**src/rtl/tlb_cp0_ctrl_if.sv**
```systemverilog
// CPU-side bus of the TLB/CP0 controller: TLB instruction handshake plus
// the MTC0 write port and the MFC0 read port.
interface tlb_cp0_ctrl_if;
    logic        op_valid;
    logic [1:0]  op_type;
    logic        op_ready;
    logic        op_done;
    logic        mtc0_we;
    logic [4:0]  mtc0_addr;
    logic [31:0] mtc0_wdata;
    logic [4:0]  mfc0_addr;
    logic [31:0] mfc0_rdata;

    modport master (
        output op_valid, op_type, mtc0_we, mtc0_addr, mtc0_wdata, mfc0_addr,
        input  op_ready, op_done, mfc0_rdata
    );

    modport slave (
        input  op_valid, op_type, mtc0_we, mtc0_addr, mtc0_wdata, mfc0_addr,
        output op_ready, op_done, mfc0_rdata
    );
endinterface

```
**src/rtl/tlb_cp0_ctrl.sv**
```systemverilog
// TLB instruction sequencer (TLBP/TLBR/TLBWI/TLBWR) and CP0 TLB register file
// (Index, Random, EntryLo0, EntryLo1, EntryHi). One instruction at a time,
// IDLE -> EXEC -> DONE, with op_done pulsing in DONE.
// Optional macro TLB_WIRED_EN adds the Wired register (CP0 6) that bounds
// the Random range to [Wired, TLBNUM-1].
module tlb_cp0_ctrl #(
    parameter  int TLBNUM = 16,
    localparam int IDXW   = $clog2(TLBNUM)
) (
    input  logic             clk,
    input  logic             reset,
    tlb_cp0_ctrl_if.slave    cpu,
    input  logic             exc_tlb_we_i,
    input  logic [31:0]      exc_badvaddr_i,
    output logic [31:0]      cp0_entryhi_o,
    output logic [18:0]      tlb_s_vpn2_o,
    output logic [7:0]       tlb_s_asid_o,
    input  logic             tlb_s_found_i,
    input  logic [IDXW-1:0]  tlb_s_index_i,
    output logic             tlb_we_o,
    output logic [IDXW-1:0]  tlb_w_index_o,
    output logic [77:0]      tlb_w_entry_o,
    output logic [IDXW-1:0]  tlb_r_index_o,
    input  logic [77:0]      tlb_r_entry_i
);

    localparam logic [1:0] OP_TLBP  = 2'b00;
    localparam logic [1:0] OP_TLBR  = 2'b01;
    localparam logic [IDXW-1:0] RAND_TOP = IDXW'(TLBNUM - 1);

    typedef enum logic [1:0] {S_IDLE, S_EXEC, S_DONE} state_t;

    state_t            state_q, state_d;
    logic [1:0]        op_q, op_d;
    logic              op_ready, op_done, tlb_we;

    logic              idx_p_q, idx_p_d;
    logic [IDXW-1:0]   idx_q, idx_d;
    logic [IDXW-1:0]   rand_q, rand_d;
    logic [18:0]       vpn2_q, vpn2_d;
    logic [7:0]        asid_q, asid_d;
    logic [25:0]       lo0_q, lo0_d;
    logic [25:0]       lo1_q, lo1_d;

    logic exec_tlbp, exec_tlbr;
    logic wr_index, wr_entryhi, wr_lo0, wr_lo1;
    logic unused_bits;

    assign exec_tlbp  = (state_q == S_EXEC) && (op_q == OP_TLBP);
    assign exec_tlbr  = (state_q == S_EXEC) && (op_q == OP_TLBR);
    assign wr_index   = cpu.mtc0_we && (cpu.mtc0_addr == 5'd0);
    assign wr_lo0     = cpu.mtc0_we && (cpu.mtc0_addr == 5'd2);
    assign wr_lo1     = cpu.mtc0_we && (cpu.mtc0_addr == 5'd3);
    assign wr_entryhi = cpu.mtc0_we && (cpu.mtc0_addr == 5'd10);
    assign unused_bits = ^exc_badvaddr_i[12:0];

    // FSM state register; op_type is captured on acceptance
    always_ff @(posedge clk) begin
        if (reset) begin
            state_q <= S_IDLE;
            op_q    <= OP_TLBP;
        end else begin
            state_q <= state_d;
            op_q    <= op_d;
        end
    end

    // FSM next state: each of EXEC and DONE lasts a single cycle
    always_comb begin
        state_d = state_q;
        op_d    = op_q;
        case (state_q)
            S_IDLE: begin
                if (cpu.op_valid && op_ready) begin
                    state_d = S_EXEC;
                    op_d    = cpu.op_type;
                end
            end
            S_EXEC:  state_d = S_DONE;
            S_DONE:  state_d = S_IDLE;
            default: state_d = S_IDLE;
        endcase
    end

    // FSM outputs; a TLB write is suppressed while reset is asserted
    always_comb begin
        op_ready = 1'b0;
        op_done  = 1'b0;
        tlb_we   = 1'b0;
        case (state_q)
            S_IDLE:  op_ready = !reset;
            S_EXEC:  tlb_we   = op_q[1] && !reset;
            S_DONE:  op_done  = 1'b1;
            default: ;
        endcase
    end

    // CP0 register next state with TLB results beating MTC0 writes
    always_comb begin
        idx_p_d = idx_p_q;
        idx_d   = idx_q;
        vpn2_d  = vpn2_q;
        asid_d  = asid_q;
        lo0_d   = lo0_q;
        lo1_d   = lo1_q;

        if (exec_tlbp) begin
            idx_p_d = !tlb_s_found_i;
            if (tlb_s_found_i) idx_d = tlb_s_index_i;
        end else if (wr_index) begin
            idx_d = cpu.mtc0_wdata[IDXW-1:0];
        end

        // the exception owns VPN2 but leaves the ASID alone
        if (exc_tlb_we_i)    vpn2_d = exc_badvaddr_i[31:13];
        else if (exec_tlbr)  vpn2_d = tlb_r_entry_i[77:59];
        else if (wr_entryhi) vpn2_d = cpu.mtc0_wdata[31:13];

        if (exec_tlbr)                          asid_d = tlb_r_entry_i[58:51];
        else if (wr_entryhi && !exc_tlb_we_i)   asid_d = cpu.mtc0_wdata[7:0];

        // G of the read entry is replicated into both EntryLo registers
        if (exec_tlbr) begin
            lo0_d = {tlb_r_entry_i[49:25], tlb_r_entry_i[50]};
            lo1_d = {tlb_r_entry_i[24:0],  tlb_r_entry_i[50]};
        end else begin
            if (wr_lo0) lo0_d = cpu.mtc0_wdata[25:0];
            if (wr_lo1) lo1_d = cpu.mtc0_wdata[25:0];
        end
    end

`ifdef TLB_WIRED_EN
    logic [IDXW-1:0] wired_q, wired_d;
    logic            wr_wired;

    assign wr_wired = cpu.mtc0_we && (cpu.mtc0_addr == 5'd6);

    // Random counts down to Wired then wraps; writing Wired restarts it
    always_comb begin
        wired_d = wr_wired ? cpu.mtc0_wdata[IDXW-1:0] : wired_q;
        if (wr_wired || (rand_q <= wired_q)) rand_d = RAND_TOP;
        else                                 rand_d = rand_q - 1'b1;
    end

    // Wired register
    always_ff @(posedge clk) begin
        if (reset) wired_q <= '0;
        else       wired_q <= wired_d;
    end
`else
    // Random counts down over the full range and wraps at zero
    always_comb begin
        rand_d = (rand_q == '0) ? RAND_TOP : rand_q - 1'b1;
    end
`endif

    // CP0 register file state
    always_ff @(posedge clk) begin
        if (reset) begin
            idx_p_q <= 1'b0;
            idx_q   <= '0;
            rand_q  <= RAND_TOP;
            vpn2_q  <= '0;
            asid_q  <= '0;
            lo0_q   <= '0;
            lo1_q   <= '0;
        end else begin
            idx_p_q <= idx_p_d;
            idx_q   <= idx_d;
            rand_q  <= rand_d;
            vpn2_q  <= vpn2_d;
            asid_q  <= asid_d;
            lo0_q   <= lo0_d;
            lo1_q   <= lo1_d;
        end
    end

    // MFC0 read mux; unmapped addresses read as zero
    always_comb begin
        case (cpu.mfc0_addr)
            5'd0:    cpu.mfc0_rdata = {idx_p_q, {(31-IDXW){1'b0}}, idx_q};
            5'd1:    cpu.mfc0_rdata = {{(32-IDXW){1'b0}}, rand_q};
            5'd2:    cpu.mfc0_rdata = {6'b0, lo0_q};
            5'd3:    cpu.mfc0_rdata = {6'b0, lo1_q};
`ifdef TLB_WIRED_EN
            5'd6:    cpu.mfc0_rdata = {{(32-IDXW){1'b0}}, wired_q};
`endif
            5'd10:   cpu.mfc0_rdata = {vpn2_q, 5'b0, asid_q};
            default: cpu.mfc0_rdata = 32'b0;
        endcase
    end

    assign cpu.op_ready   = op_ready;
    assign cpu.op_done    = op_done;
    assign cp0_entryhi_o  = {vpn2_q, 5'b0, asid_q};
    assign tlb_s_vpn2_o   = vpn2_q;
    assign tlb_s_asid_o   = asid_q;
    assign tlb_we_o       = tlb_we;
    assign tlb_w_index_o  = op_q[0] ? rand_q : idx_q;
    assign tlb_w_entry_o  = {vpn2_q, asid_q, lo0_q[0] & lo1_q[0], lo0_q[25:1], lo1_q[25:1]};
    assign tlb_r_index_o  = idx_q;

endmodule

```
**src/flat_wrapper.sv**
```systemverilog
// flat-port wrapper written by rule: the top's interface ports become plain ports
module tlb_cp0_ctrl_flat 
#(
    parameter  int TLBNUM = 16,
    localparam int IDXW   = $clog2(TLBNUM)
)
  (clk, reset, exc_tlb_we_i, exc_badvaddr_i, cp0_entryhi_o, tlb_s_vpn2_o, tlb_s_asid_o, tlb_s_found_i, tlb_s_index_i, tlb_we_o, tlb_w_index_o, tlb_w_entry_o, tlb_r_index_o, tlb_r_entry_i, cpu_op_valid, cpu_op_type, cpu_mtc0_we, cpu_mtc0_addr, cpu_mtc0_wdata, cpu_mfc0_addr, cpu_op_ready, cpu_op_done, cpu_mfc0_rdata);
  tlb_cp0_ctrl_if cpu_i ();
  input  logic clk;
  input  logic reset;
  input  logic exc_tlb_we_i;
  input  logic [31:0] exc_badvaddr_i;
  output logic [31:0] cp0_entryhi_o;
  output logic [18:0] tlb_s_vpn2_o;
  output logic [7:0] tlb_s_asid_o;
  input  logic tlb_s_found_i;
  input  logic [IDXW-1:0] tlb_s_index_i;
  output logic tlb_we_o;
  output logic [IDXW-1:0] tlb_w_index_o;
  output logic [77:0] tlb_w_entry_o;
  output logic [IDXW-1:0] tlb_r_index_o;
  input  logic [77:0] tlb_r_entry_i;
  input wire logic [$bits(cpu_i.op_valid)-1:0] cpu_op_valid;
  input wire logic [$bits(cpu_i.op_type)-1:0] cpu_op_type;
  input wire logic [$bits(cpu_i.mtc0_we)-1:0] cpu_mtc0_we;
  input wire logic [$bits(cpu_i.mtc0_addr)-1:0] cpu_mtc0_addr;
  input wire logic [$bits(cpu_i.mtc0_wdata)-1:0] cpu_mtc0_wdata;
  input wire logic [$bits(cpu_i.mfc0_addr)-1:0] cpu_mfc0_addr;
  output wire logic [$bits(cpu_i.op_ready)-1:0] cpu_op_ready;
  output wire logic [$bits(cpu_i.op_done)-1:0] cpu_op_done;
  output wire logic [$bits(cpu_i.mfc0_rdata)-1:0] cpu_mfc0_rdata;
  assign cpu_i.op_valid = cpu_op_valid;
  assign cpu_i.op_type = cpu_op_type;
  assign cpu_i.mtc0_we = cpu_mtc0_we;
  assign cpu_i.mtc0_addr = cpu_mtc0_addr;
  assign cpu_i.mtc0_wdata = cpu_mtc0_wdata;
  assign cpu_i.mfc0_addr = cpu_mfc0_addr;
  assign cpu_op_ready = cpu_i.op_ready;
  assign cpu_op_done = cpu_i.op_done;
  assign cpu_mfc0_rdata = cpu_i.mfc0_rdata;
  tlb_cp0_ctrl #(.TLBNUM(TLBNUM)) u_core (.clk(clk), .reset(reset), .cpu(cpu_i), .exc_tlb_we_i(exc_tlb_we_i), .exc_badvaddr_i(exc_badvaddr_i), .cp0_entryhi_o(cp0_entryhi_o), .tlb_s_vpn2_o(tlb_s_vpn2_o), .tlb_s_asid_o(tlb_s_asid_o), .tlb_s_found_i(tlb_s_found_i), .tlb_s_index_i(tlb_s_index_i), .tlb_we_o(tlb_we_o), .tlb_w_index_o(tlb_w_index_o), .tlb_w_entry_o(tlb_w_entry_o), .tlb_r_index_o(tlb_r_index_o), .tlb_r_entry_i(tlb_r_entry_i));
endmodule
```
**config.mk**
```make
export PLATFORM = sky130hd
export DESIGN_NAME = tlb_cp0_ctrl_flat
export DESIGN_NICKNAME = d
export VERILOG_FILES = /design/src/rtl/tlb_cp0_ctrl_if.sv /design/src/rtl/tlb_cp0_ctrl.sv /design/src/flat_wrapper.sv
export SDC_FILE = /design/constraint.sdc
export NUM_CORES = 1
export LEC_CHECK = 0
export CORE_AREA = 4 4 131 133
export CTS_BUF_LIST = sky130_fd_sc_hd__clkbuf_2
export CTS_CLUSTER_SIZE = 25
export DETAILED_ROUTE_END_ITERATION = 10
export DIE_AREA = 0 0 135 137
export PLACE_DENSITY = 0.78
export SETUP_SLACK_MARGIN = 0.1
export SLEW_MARGIN = 30
export SYNTH_ARGS = -nofsm -noshare
export SYNTH_HDL_FRONTEND = slang
export SYNTH_SLANG_ARGS = --single-unit
```
**constraint.sdc**
```tcl
create_clock -name clk -period 2.39 [get_ports clk]
set_input_delay 0.478 -clock clk [delete_from_list [all_inputs] [get_ports clk]]
set_output_delay 0.478 -clock clk [all_outputs]
set_load 0.05 [all_outputs]
```
==> results of run 1 <==
==> final cells by class <==
| class | count | area [um2] | area share |
|---|---|---|---|
| Tap cell | 216 | 270.3 | 0.02918 |
| Sequential cell | 92 | 1847 | 0.1994 |
| Antenna cell | 2 | 5.005 | 0.0005403 |
| Clock inverter | 3 | 13.76 | 0.001486 |
| Timing Repair Buffer | 374 | 4094 | 0.4420 |
| Inverter | 25 | 93.84 | 0.01013 |
| Clock buffer | 13 | 65.06 | 0.007024 |
| Multi-Input combinational cell | 358 | 2874 | 0.3103 |
==> stage by stage <==
step / hold WS, ns / power (mW) / cell area, um2 / instances
2_1_floorplan: 0.3922 / 2.511 / 5844 / 631
3_3_place_gp: 0.4253 / 2.990 / 8881 / 1045
3_5_place_dp: 0.4441 / 3.004 / 8881 / 1045
4_1_cts: 0.4259 / 3.658 / 9308 / 1082
5_1_grt: 0.4268 / 3.792 / 9263 / 1083
6_report: 0.4876 / 3.614 / 9263 / 1083
==> path summary, 6_finish.rpt <==
path | endpoint | slack (ns) | depth (start not counted)
worst max-delay path | cpu_mfc0_rdata[13] | 0.1 | 10
worst min-delay path | u_core.lo0_q[25] | 0.49 | 3
worst max register to register | u_core.tlb_s_vpn2_o[9] | 0.52 | 5
worst min register to register | u_core.rand_q[0] | 0.49 | 1
==> synth_stat cells, types with 4 or more instances <==
master / instances / area, um2
o221a_1: 4 / 45.04
a32o_1: 19 / 190.2
inv_1: 25 / 93.84
clkbuf_1: 14 / 52.55
nor2b_1: 14 / 87.58
o2bb2ai_1: 4 / 35.03
a21oi_1: 21 / 105.1
buf_2: 14 / 70.07
and2_1: 9 / 56.30
a221o_1: 4 / 40.04
buf_6: 11 / 123.9
a222oi_1: 17 / 170.2
nand2_1: 10 / 37.54
nor2_1: 66 / 247.7
a211oi_1: 40 / 300.3
buf_4: 115 / 863.3
a22o_1: 5 / 43.79
dfxtp_1: 92 / 1842
nand2b_1: 22 / 137.6
a21oi_2: 10 / 87.58
a211o_1: 13 / 113.9
mux2_2: 4 / 45.04
mux2i_1: 45 / 450.4
a211oi_2: 21 / 262.8
==> cells by family (layout without fill, tap and decap cells) <==
| logic type | Yosys count | count (layout) | synth area share |
|---|---|---|---|
| buffers and inverters | 181 | 415 | 0.2124 |
| AOI/OAI and AO/OA | 164 | 164 | 0.2495 |
| xor gates and xnor gates | 1 | 1 | 0.001508 |
| DFF | 92 | 92 | 0.3171 |
| adders and majority gates | 1 | 1 | 0.002154 |
| and+or+nand+nor | 138 | 138 | 0.1314 |
| other | 1 | 7 | 0.0006457 |
| muxes | 49 | 49 | 0.08531 |
==> report_power, final <==
part	total (mW)	internal [mW]	switching [mW]
clock network	0.679	0.148	0.531
registers	1.68	1.60	0.0777
logic	1.26	0.512	0.744
==> flip-flops by register name, summed over array words and instances (netlist names) <==
name and count:
u_core.lo1_q 26, u_core.lo0_q 26, u_core.tlb_s_asid_o 8, u_core.rand_q 4, u_core.tlb_r_index_o 4, u_core.tlb_s_vpn2_o 19, u_core.state_q 2, u_core.idx_p_q 1
u_core.op_q 2
==> worst register-to-register path, stage by stage (launching register included) <==
cell and delay [ns]:
dfxtp_1 0.40, and4bb_4 0.55, buf_4 0.23, nor2b_1 0.11, a211o_1 0.28, a32o_1 0.23
==> routing by layer <==
metal | vias up | global-route usage | share of wire
met3 | 38 | 0.05625 | 0.071
met4 | 0 | 0.07503 | 0.024
li1 | 2629 | - | -
met2 | 245 | 0.3972 | 0.50
met1 | 2715 | 0.2764 | 0.41
met5 | - | 0 | 0
==> cells in the final DEF (no fill, tap or decap), types with 5 or more instances in the layout <==
master           count
clkdlybuf4s50_1    144
dlygate4sd2_1      131
dfxtp_1             90
nor2_1              66
buf_12              44
mux2i_1             43
a211oi_1            40
buf_4               22
nand2b_1            21
a211oi_2            21
a21oi_1             21
a32o_1              19
a222oi_1            17
clkbuf_2            16
inv_2               15
nor2b_1             14
a211o_1             13
inv_1               10
a21oi_2             10
buf_6               10
nand2_1              8
buf_16               7
and2_4               5
a22o_4               5
conb_1               5
buf_8                5
==> what timing repair did <==
item	4_1_cts	5_1_grt
pin swaps	23	10
setup endpoints to repair	172	38
hold buffers	1	0
gates resized for setup	222	20
endpoints found under the hold margin	1	0
setup buffers	12	4
cloned	8	0
==> impl_results.md, run 1 <==
* Outcome: completed
* Die area at about 18000 um2
* Core ar. at ~16000 um2
* FMAX at about 440 MHz
* Syn avg cell area at ~9 um2
* Yosys cell types at between 40 and 50
* Worst Setup End Kind: output port
* Final worst path period need at 2.293 ns
* Top FF cell, synth: dfxtp_1
* Kind of critical path: input pin to output port
* Max FO, Critical Path at 7
* Startpoint Class: input pin
* Root buf cell: clkbuf_2
* Cell area power density at between 300 and 400 nW/um2
* Via density at 5.196
* Slowest Stage Delay on Critical Path at around 0.35 ns
* Worst hold start: tlb_r_entry_i[49]
* CP arrival at between 1.5 and 2 ns
* Post-synthesis cell count at between 600 and 700
* WP data required at about 1.9 ns
* Final Hold Viols at 0
* Worst-case clock buffer depth at 2
* Total CTS buffers at 9
* DRT iter0 DRCs at 321
* Filler instances at between 1000 and 1500
* Max Slew Vio Count at 0
* GPL Wtd Cong at between 0.8 and 0.9
* Pin count of the biggest net entering global routing at between 40 and 50
* Post-synthesis async set-or-reset flop share at 0
* Die Span Y at roughly 140 um
* Routed WL at 21850 um
* DP HPWL at between 15000 and 20000 um
* Worst skew pair latency at ~0.6 ns
* Nets at 1025
* Share of cells above drive strength 1 at 0.2289
* Port bufs at approximately 330
* Sink Count at between 90 and 100
* Crit path launch: cpu_mfc0_addr[0]
* Die width at around 140 um
* Final ANT Viol Nets at 0
* Max_cap viols at 0
* Dpl ws at -0.3305 ns
* Routed len/inst at 20.17 um
* VDD IR-drop max at between 0.0002 and 0.0003 V
* Floorplan row count at between 40 and 50
* Flops & latches, synth at roughly 90
* Fin crit share at 0.9592
* Ports at 344
* Worst reg2reg path startpoint: u_core.state_q[1]
* Fin util at 0.5852
* Measured slew at the worst slew-check pin at between 0.5 and 0.6 ns
* First drt pass iteration count at 5
* Clock Pin Slew Worst Setup and Hold Paths at between 0.2 and 0.25 ns
* Seq/Total Area, Yosys at 0.3171
* Final setup violating endpoints at 0
* Largest delay contributor family on the critical path: buffers and inverters
* Initial core utilization at 0.3670
* Post-synth EDFFs at 0
* Synth-to-layout area growth at 59.48%
* Initial antenna violation count at 2
* Syn Std Cell Area at about 5800 um2
* DR vias at between 5000 and 6000
* Min-delay worst type: input pin to register
* DRC viols at 0
* RSZ-0062 raised after global routing: true
* CTS tree: done
* Vias in the first global route at approximately 5600
* Slew HR at 0.6003
* All-layer global routing usage at 0.2281
* Crit-path cells: buf_8 -> nand2b_4 -> buf_6 -> nor4b_4 -> buf_6 -> buf_12 -> buf_16 -> a222oi_1 -> inv_2 -> buf_12
* Crit path buffers/inverters at 7
* Total negative slack at 0 ns
* First-pass GRT wire length at roughly 32000 um
* Synthesis Warnings at 0
* Min setup slack post-route at slightly below 0.1 ns
* Leak Pwr at 3.976 nW
* Worst Clk Skew at between 0.015 and 0.02 ns
* Slowest-stage cell, CP: a222oi_1
* Gr ovfl total at 0
* CTS H-Tree Depth at 3
Note: power is estimated with default switching activity, not from simulation.
==> inputs of run 2 (changes only) <==
- CELL_PAD_IN_SITES_DETAIL_PLACEMENT: not set -> 2
- CELL_PAD_IN_SITES_GLOBAL_PLACEMENT: not set -> 2
- CORE_AREA: 4 4 131 133 -> not set
- CORE_MARGIN: not set -> 4
- CORE_UTILIZATION: not set -> 21
- DIE_AREA: 0 0 135 137 -> not set
- PLACE_DENSITY: 0.78 -> 0.82
==> impl_results.md, run 2 (synthesized netlist as in run 1, its figures left out) <==
* Gr ovfl total at 0 (unchanged)
* Ports at 344 (unchanged)
* Clock Pin Slew Worst Setup and Hold Paths at 0.23 ns (about the same)
* Port bufs at 325 (unchanged)
* CP arrival at 1.85 ns (was 1.81 ns)
* Nets at 1019 (was 1025)
* Kind of critical path: input pin to output port (unchanged)
* Initial core utilization at 0.2143 (was 0.3670)
* FMAX at 428.8 MHz (was 436.2 MHz)
* Fin util at 0.3426 (was 0.5852)
* Crit-path cells: buf_6 -> nand2b_4 -> buf_6 -> nor4b_4 -> buf_4 -> buf_6 -> a221o_1 -> buf_12 (was buf_8 -> nand2b_4 -> buf_6 -> nor4b_4 -> buf_6 -> buf_12 -> buf_16 -> a222oi_1 -> inv_2 -> buf_12)
* DRC viols at 0 (unchanged)
* Pin count of the biggest net entering global routing at 42 (was 45)
* R2R setup slack at 0.45 ns (was 0.52 ns)
* Vias in the first global route at 6308 (was 5634)
* Hold worst-path end: u_core.state_q[1] (was u_core.lo0_q[25])
* Worst-case clock buffer depth at 2 (unchanged)
* Hold slack at 0.1607 ns (was 0.4876 ns)
* DP HPWL at 20510 um (was 15670 um)
* Measured slew at the worst slew-check pin at 0.6246 ns (was 0.5911 ns)
* CTS tree: done (unchanged)
* All-layer global routing usage at 0.1685 (was 0.2281)
* Total CTS buffers at 9 (unchanged)
* First drt pass iteration count at 5 (unchanged)
* Cell area power density at 407.3 nW/um2 (was 390.1 nW/um2)
* Min-delay worst type: input pin to register (unchanged)
* Sink Count at 92 (unchanged)
* Reg-to-Reg End: u_core.tlb_s_vpn2_o[17] (was u_core.tlb_s_vpn2_o[9])
* WP data required at 1.91 ns (about the same)
* Worst hold start: reset (was tlb_r_entry_i[49])
* Max_cap viols at 0 (unchanged)
* Max FO, Critical Path at 5 (was 7)
* Die Span Y at 174.3 um (was 137 um)
* Fin crit share at 0.9759 (was 0.9592)
* Most frequent cells in the layout: clkdlybuf4s50_1 (144), dlygate4sd2_1 (121), dfxtp_1 (76), nor2_1 (66), buf_12 (46) (was clkdlybuf4s50_1 (144), dlygate4sd2_1 (131), dfxtp_1 (90), nor2_1 (66), buf_12 (44))
* CTS Hold Buffers Added at 0 (was 1)
* Core ar. at 27100 um2 (was 15830 um2)
* Worst Clk Skew at 0.06253 ns (was 0.01564 ns)
* RSZ-0062 raised after global routing: true (unchanged)
* Die width at 174.3 um (was 135 um)
* Slowest Stage Delay on Critical Path at 0.30 ns (was 0.35 ns)
* Slowest-stage cell, CP: nor4b_4 (was a222oi_1)
* Dpl cells at 1203 (was 1045)
* Total negative slack at 0 ns (unchanged)
* Post-Layout Cell Count at 1231 (was 1083)
* Routed len/inst at 21.81 um (was 20.17 um)
* VDD IR-drop max at 0.0001871 V (was 0.0002715 V)
* First-pass GRT wire length at 40010 um (was 32390 um)
* Final worst path period need at 2.332 ns (was 2.293 ns)
* Die area at 30380 um2 (was 18500 um2)
* Final Hold Viols at 0 (unchanged)
* DRT iter0 DRCs at 273 (was 321)
* Worst Setup End Kind: output port (unchanged)
* Worst skew pair latency at 0.60 ns (about the same)
* Most used cell, CP: buf_6
* Via density at 4.596 (was 5.196)
* Overall power at 3.781 mW (was 3.614 mW)
* Floorplan row count at 60 (was 46)
* Synth-to-layout area growth at 59.84% (was 59.48%)
* Slew HR at 0.5826 (was 0.6003)
* Worst reg2reg path startpoint: u_core.state_q[1] (unchanged)
* Leak Pwr at 3.845 nW (was 3.976 nW)
* Share of cells above drive strength 1 at 0.2424 (was 0.2289)
* Hold Path Depth at 2 (was 3)
* Max Slew Vio Count at 0 (unchanged)
* Commonest non-fill, non-tap cell in the layout: clkdlybuf4s50_1 (unchanged)
* Worst r2r path cells at 5 (unchanged)
* Startpoint Class: input pin (unchanged)
* Initial antenna violation count at 1 (was 2)
* Outcome: completed (unchanged)
* Root buf cell: clkbuf_2 (unchanged)
* GPL Wtd Cong at 0.7781 (was 0.8590)
* Final setup violating endpoints at 0 (unchanged)
* Final ANT Viol Nets at 0 (unchanged)
* Routed WL at 26850 um (was 21850 um)
* CTS H-Tree Depth at 3 (unchanged)
* DR vias at 5658 (was 5627)
run 2: cell types whose count changed in the layout (fill, tap and decap cells not counted), sizes merged, moves of 2 or more:
cell,previous run,this run
dlygate4sd2,131,121
clkbuf,16,18
clkdlybuf4s15,3,13
buf,92,83
run 2: worst max-delay path by stage:
stage               cells past startpoint        startpoint            endpoint  slack (ns)
finish                                  8  cpu_mfc0_addr[0]   cpu_mfc0_rdata[1]        0.06
detailed placement                      5  cpu_mfc0_addr[2]   cpu_mfc0_rdata[3]       -0.38
CTS                                     2  u_core.rand_q[2]    tlb_w_index_o[2]       -0.02
global route                            8  cpu_mfc0_addr[0]   cpu_mfc0_rdata[1]     -0.0006
floorplan                               6  cpu_mfc0_addr[0]  cpu_mfc0_rdata[13]        0.14
global placement                        5  cpu_mfc0_addr[2]   cpu_mfc0_rdata[3]       -0.31
run 2: cell type report:
cell class / count / area (um2)
well taps: 372 / 465.4
fillers: 3025 / 17820
inverters: 25 / 96.34
diodes: 1 / 2.502
flip-flops and latches: 92 / 1872
clock inverters: 4 / 51.30
repair buffers: 368 / 3936
multi-input cells: 358 / 2805
clock buffers: 11 / 55.05
run 2: layer usage:
layer | vias to the layer above | routed length (um) | track usage
met1 | 2843 | 10830 | 0.1976
li1 | 2619 | - | -
met2 | 185 | 14430 | 0.3178
met3 | 11 | 1417 | 0.03741
met4 | 0 | 179 | 0.02573
met5 | - | 0 | 0
run 2: worst max-delay path: cells and delay by family:
kind,cells,cell delay (ns)
AND/OR/NAND/NOR,2,0.44
AO/OA/AOI/OAI,1,0.22
buffers and inverters,5,0.70
run 2: power by group:
part / internal (mW) / total [mW] / switching, mW
sequential: 1.60 / 1.68 / 0.0803
combinational: 0.501 / 1.27 / 0.768
clock: 0.244 / 0.828 / 0.583
total: 2.35 / 3.78 / 1.43
run 2: timing repair:
| item | CTS | global route |
|---|---|---|
| endpoints found under the setup margin | 173 | 35 |
| pin swaps | 11 | 12 |
| gates resized for setup | 198 | 40 |
| gates cloned | 2 | 1 |
| buffers inserted | 7 | 2 |
run 2: per-stage QoR:
| step | worst slack, ns | instance area [um2] |
|---|---|---|
| 2_1_floorplan | 0.1413 | 5844 |
| 3_3_place_gp | -0.3052 | 9119 |
| 3_5_place_dp | -0.3793 | 9119 |
| 4_1_cts | -0.01531 | 9225 |
| 5_1_grt | -0.0006382 | 9284 |
| 6_report | 0.05766 | 9284 |
==> inputs of run 3 (changes only) <==
- CORE_MARGIN: 4 -> 2
==> impl_results.md, run 3 (synthesized netlist as in run 1, its figures left out) <==
* CTS H-Tree Depth at 3 (unchanged)
* Clock Pin Slew Worst Setup and Hold Paths at 0.28 ns (was 0.23 ns)
* Logic pwr share at 0.337 (was 0.336)
* Outcome: completed (unchanged)
* Sink Count at 92 (unchanged)
* Min-delay worst type: input pin to register (unchanged)
* Kind of critical path: input pin to output port (unchanged)
* WP data required at 1.91 ns (about the same)
* Gr ovfl total at 0 (unchanged)
* CP arrival at 1.80 ns (was 1.85 ns)
* Max FO, Critical Path at 8 (was 5)
* Routed len/inst at 22.01 um (was 21.81 um)
* Fin util at 0.3479 (was 0.3426)
* Fin crit share at 0.9522 (was 0.9759)
* Vias in the first global route at 6040 (was 6308)
* Share of cells above drive strength 1 at 0.2708 (was 0.2424)
* RSZ-0062 raised after global routing: true (unchanged)
* Pin count of the biggest net entering global routing at 43 (was 42)
* Measured slew at the worst slew-check pin at 0.6354 ns (was 0.6246 ns)
* Floorplan row count at 60 (unchanged)
* Worst Setup End Kind: output port (unchanged)
* Post-Layout Cell Count at 1207 (was 1231)
* Worst hold start: cpu_op_type[1] (was reset)
* FMAX at 439.4 MHz (was 428.8 MHz)
* Routed WL at 26560 um (was 26850 um)
* DRT iter0 DRCs at 307 (was 273)
* Sw Share at 0.3825 (was 0.3785)
* VDD IR-drop max at 0.0001905 V (was 0.0001871 V)
* Die width at 170.3 um (was 174.3 um)
* Initial core utilization at 0.2149 (was 0.2143)
* Final worst path period need at 2.276 ns (was 2.332 ns)
* Port bufs at 325 (unchanged)
* All-layer global routing usage at 0.1780 (was 0.1685)
* Commonest non-fill, non-tap cell in the layout: clkdlybuf4s50_1 (unchanged)
* Internal cell power at 2.371 mW (was 2.350 mW)
* Clock Power Share at 0.225 (was 0.219)
* Most frequent cells in the layout: clkdlybuf4s50_1 (144), dlygate4sd2_1 (112), nor2_1 (66), dfxtp_1 (65), buf_12 (45) (was clkdlybuf4s50_1 (144), dlygate4sd2_1 (121), dfxtp_1 (76), nor2_1 (66), buf_12 (46))
* Worst skew pair latency at 0.60 ns (about the same)
* Final ANT Viol Nets at 0 (unchanged)
* Worst r2r path cells at 4 (was 5)
* Leak Pwr at 3.877 nW (was 3.845 nW)
* Hold Path Depth at 3 (was 2)
* DP HPWL at 19660 um (was 20510 um)
* Startpoint Class: input pin (unchanged)
* Cell area power density at 408.4 nW/um2 (was 407.3 nW/um2)
* Synth-to-layout area growth at 61.89% (was 59.84%)
* Root buf cell: clkbuf_2 (unchanged)
* GPL Wtd Cong at 0.7797 (was 0.7781)
* Worst reg2reg path startpoint: u_core.state_q[1] (unchanged)
* Ports at 344 (unchanged)
* Slew HR at 0.5754 (was 0.5826)
* Dpl cells at 1169 (was 1203)
* Total CTS buffers at 9 (unchanged)
* Nets at 1025 (was 1019)
* Worst Clk Skew at 0.04287 ns (was 0.06253 ns)
* Max Slew Vio Count at 0 (unchanged)
* Core ar. at 27030 um2 (was 27100 um2)
* Max_cap viols at 0 (unchanged)
* R2R setup slack at 0.33 ns (was 0.45 ns)
* CTS tree: done (unchanged)
* Reg-to-Reg End: u_core.lo1_q[3] (was u_core.tlb_s_vpn2_o[17])
* Initial antenna violation count at 2 (was 1)
* Die area at 29000 um2 (was 30380 um2)
* Via density at 4.715 (was 4.596)
* DRC viols at 0 (unchanged)
* Final Hold Viols at 0 (unchanged)
* Final setup violating endpoints at 0 (unchanged)
* First-pass GRT wire length at 38670 um (was 40010 um)
* Die Span Y at 170.3 um (was 174.3 um)
* Worst-case clock buffer depth at 2 (unchanged)
* Total negative slack at 0 ns (unchanged)
* First drt pass iteration count at 5 (unchanged)
* Sw power at 1.469 mW (was 1.431 mW)
* DR vias at 5691 (was 5658)
* Hold worst-path end: u_core.op_q[1] (was u_core.state_q[1])
* Seq pwr share at 0.438 (was 0.446)
run 3: cell types whose count changed in the layout (fill, tap and decap cells not counted), moves of 4 or more:
cell	previous run	this run
dlygate4sd2_1	121	112
dfxtp_4	4	11
dfxtp_1	76	65
buf_4	22	30
dfxtp_2	12	16
run 3: layout make-up:
| type | count | area [um2] |
|---|---|---|
| Multi-Input combinational cell | 358 | 2864 |
| Clock buffer | 9 | 45.04 |
| Timing Repair Buffer | 374 | 3994 |
| Antenna cell | 2 | 5.005 |
| Inverter | 25 | 93.84 |
| Clock inverter | 6 | 71.32 |
| Fill cell | 2972 | 17620 |
| Sequential cell | 92 | 1903 |
| Tap cell | 341 | 426.7 |
run 3: critical path, cell delays in order:
cell and delay, ns:
buf_6 0.09, buf_6 0.10, nand2_2 0.08, nor4_4 0.04, buf_6 0.13, buf_12 0.15, buf_12 0.14, a222oi_1 0.33
inv_2 0.08, buf_12 0.16
run 3: power groups by stage:
stage / combinational [mW] / sequential (mW) / clock (mW)
after floorplan: 0.722 / 1.79 / 0
after global placement: 1.30 / 1.71 / 0
after detailed placement: 1.32 / 1.72 / 0
after CTS: 1.29 / 1.68 / 0.933
after global routing: 1.36 / 1.70 / 0.992
final: 1.29 / 1.68 / 0.864
run 3: routing by layer:
layer / share of wire / GRT usage / vias to the layer above
li1: - / - / 2613
met1: 0.41 / 0.2121 / 2854
met2: 0.52 / 0.3218 / 205
met3: 0.060 / 0.04465 / 19
met4: 0.015 / 0.03753 / 0
met5: 0 / 0 / -
run 3: repair_timing:
action / CTS / global route
hold buffers: 0 / 1
endpoints found under the hold margin: 0 / 1
gates cloned: 3 / 0
resized for setup: 228 / 64
pin swaps: 10 / 11
endpoints found under the setup margin: 173 / 55
buffers inserted: 13 / 4
run 3: through the flow:
stage                     hold WS (ns)  total power [mW]  instance area (um2)  setup slack, ns
after global routing            0.3702             4.046                 9403         -0.03114
after detailed placement        0.4462             3.040                 9055          -0.3689
after CTS                     0.004682             3.903                 9294        -0.009224
after global placement          0.4321             3.009                 9055          -0.3222
final                           0.4580             3.840                 9403           0.1143
after floorplan                 0.3922             2.511                 5844           0.1413
run 3: how the worst max path moves through the flow:
stage / start / end / slack (ns) / cells past startpoint
floorplan: cpu_mfc0_addr[0] / cpu_mfc0_rdata[13] / 0.14 / 6
finish: cpu_mfc0_addr[0] / cpu_mfc0_rdata[14] / 0.11 / 10
detailed placement: cpu_mfc0_addr[2] / cpu_mfc0_rdata[2] / -0.37 / 6
global route: u_core.tlb_r_index_o[2] / cpu_mfc0_rdata[2] / -0.03 / 4
CTS: u_core.op_q[0] / tlb_w_index_o[2] / -0.009 / 2
global placement: cpu_mfc0_addr[2] / cpu_mfc0_rdata[0] / -0.32 / 6
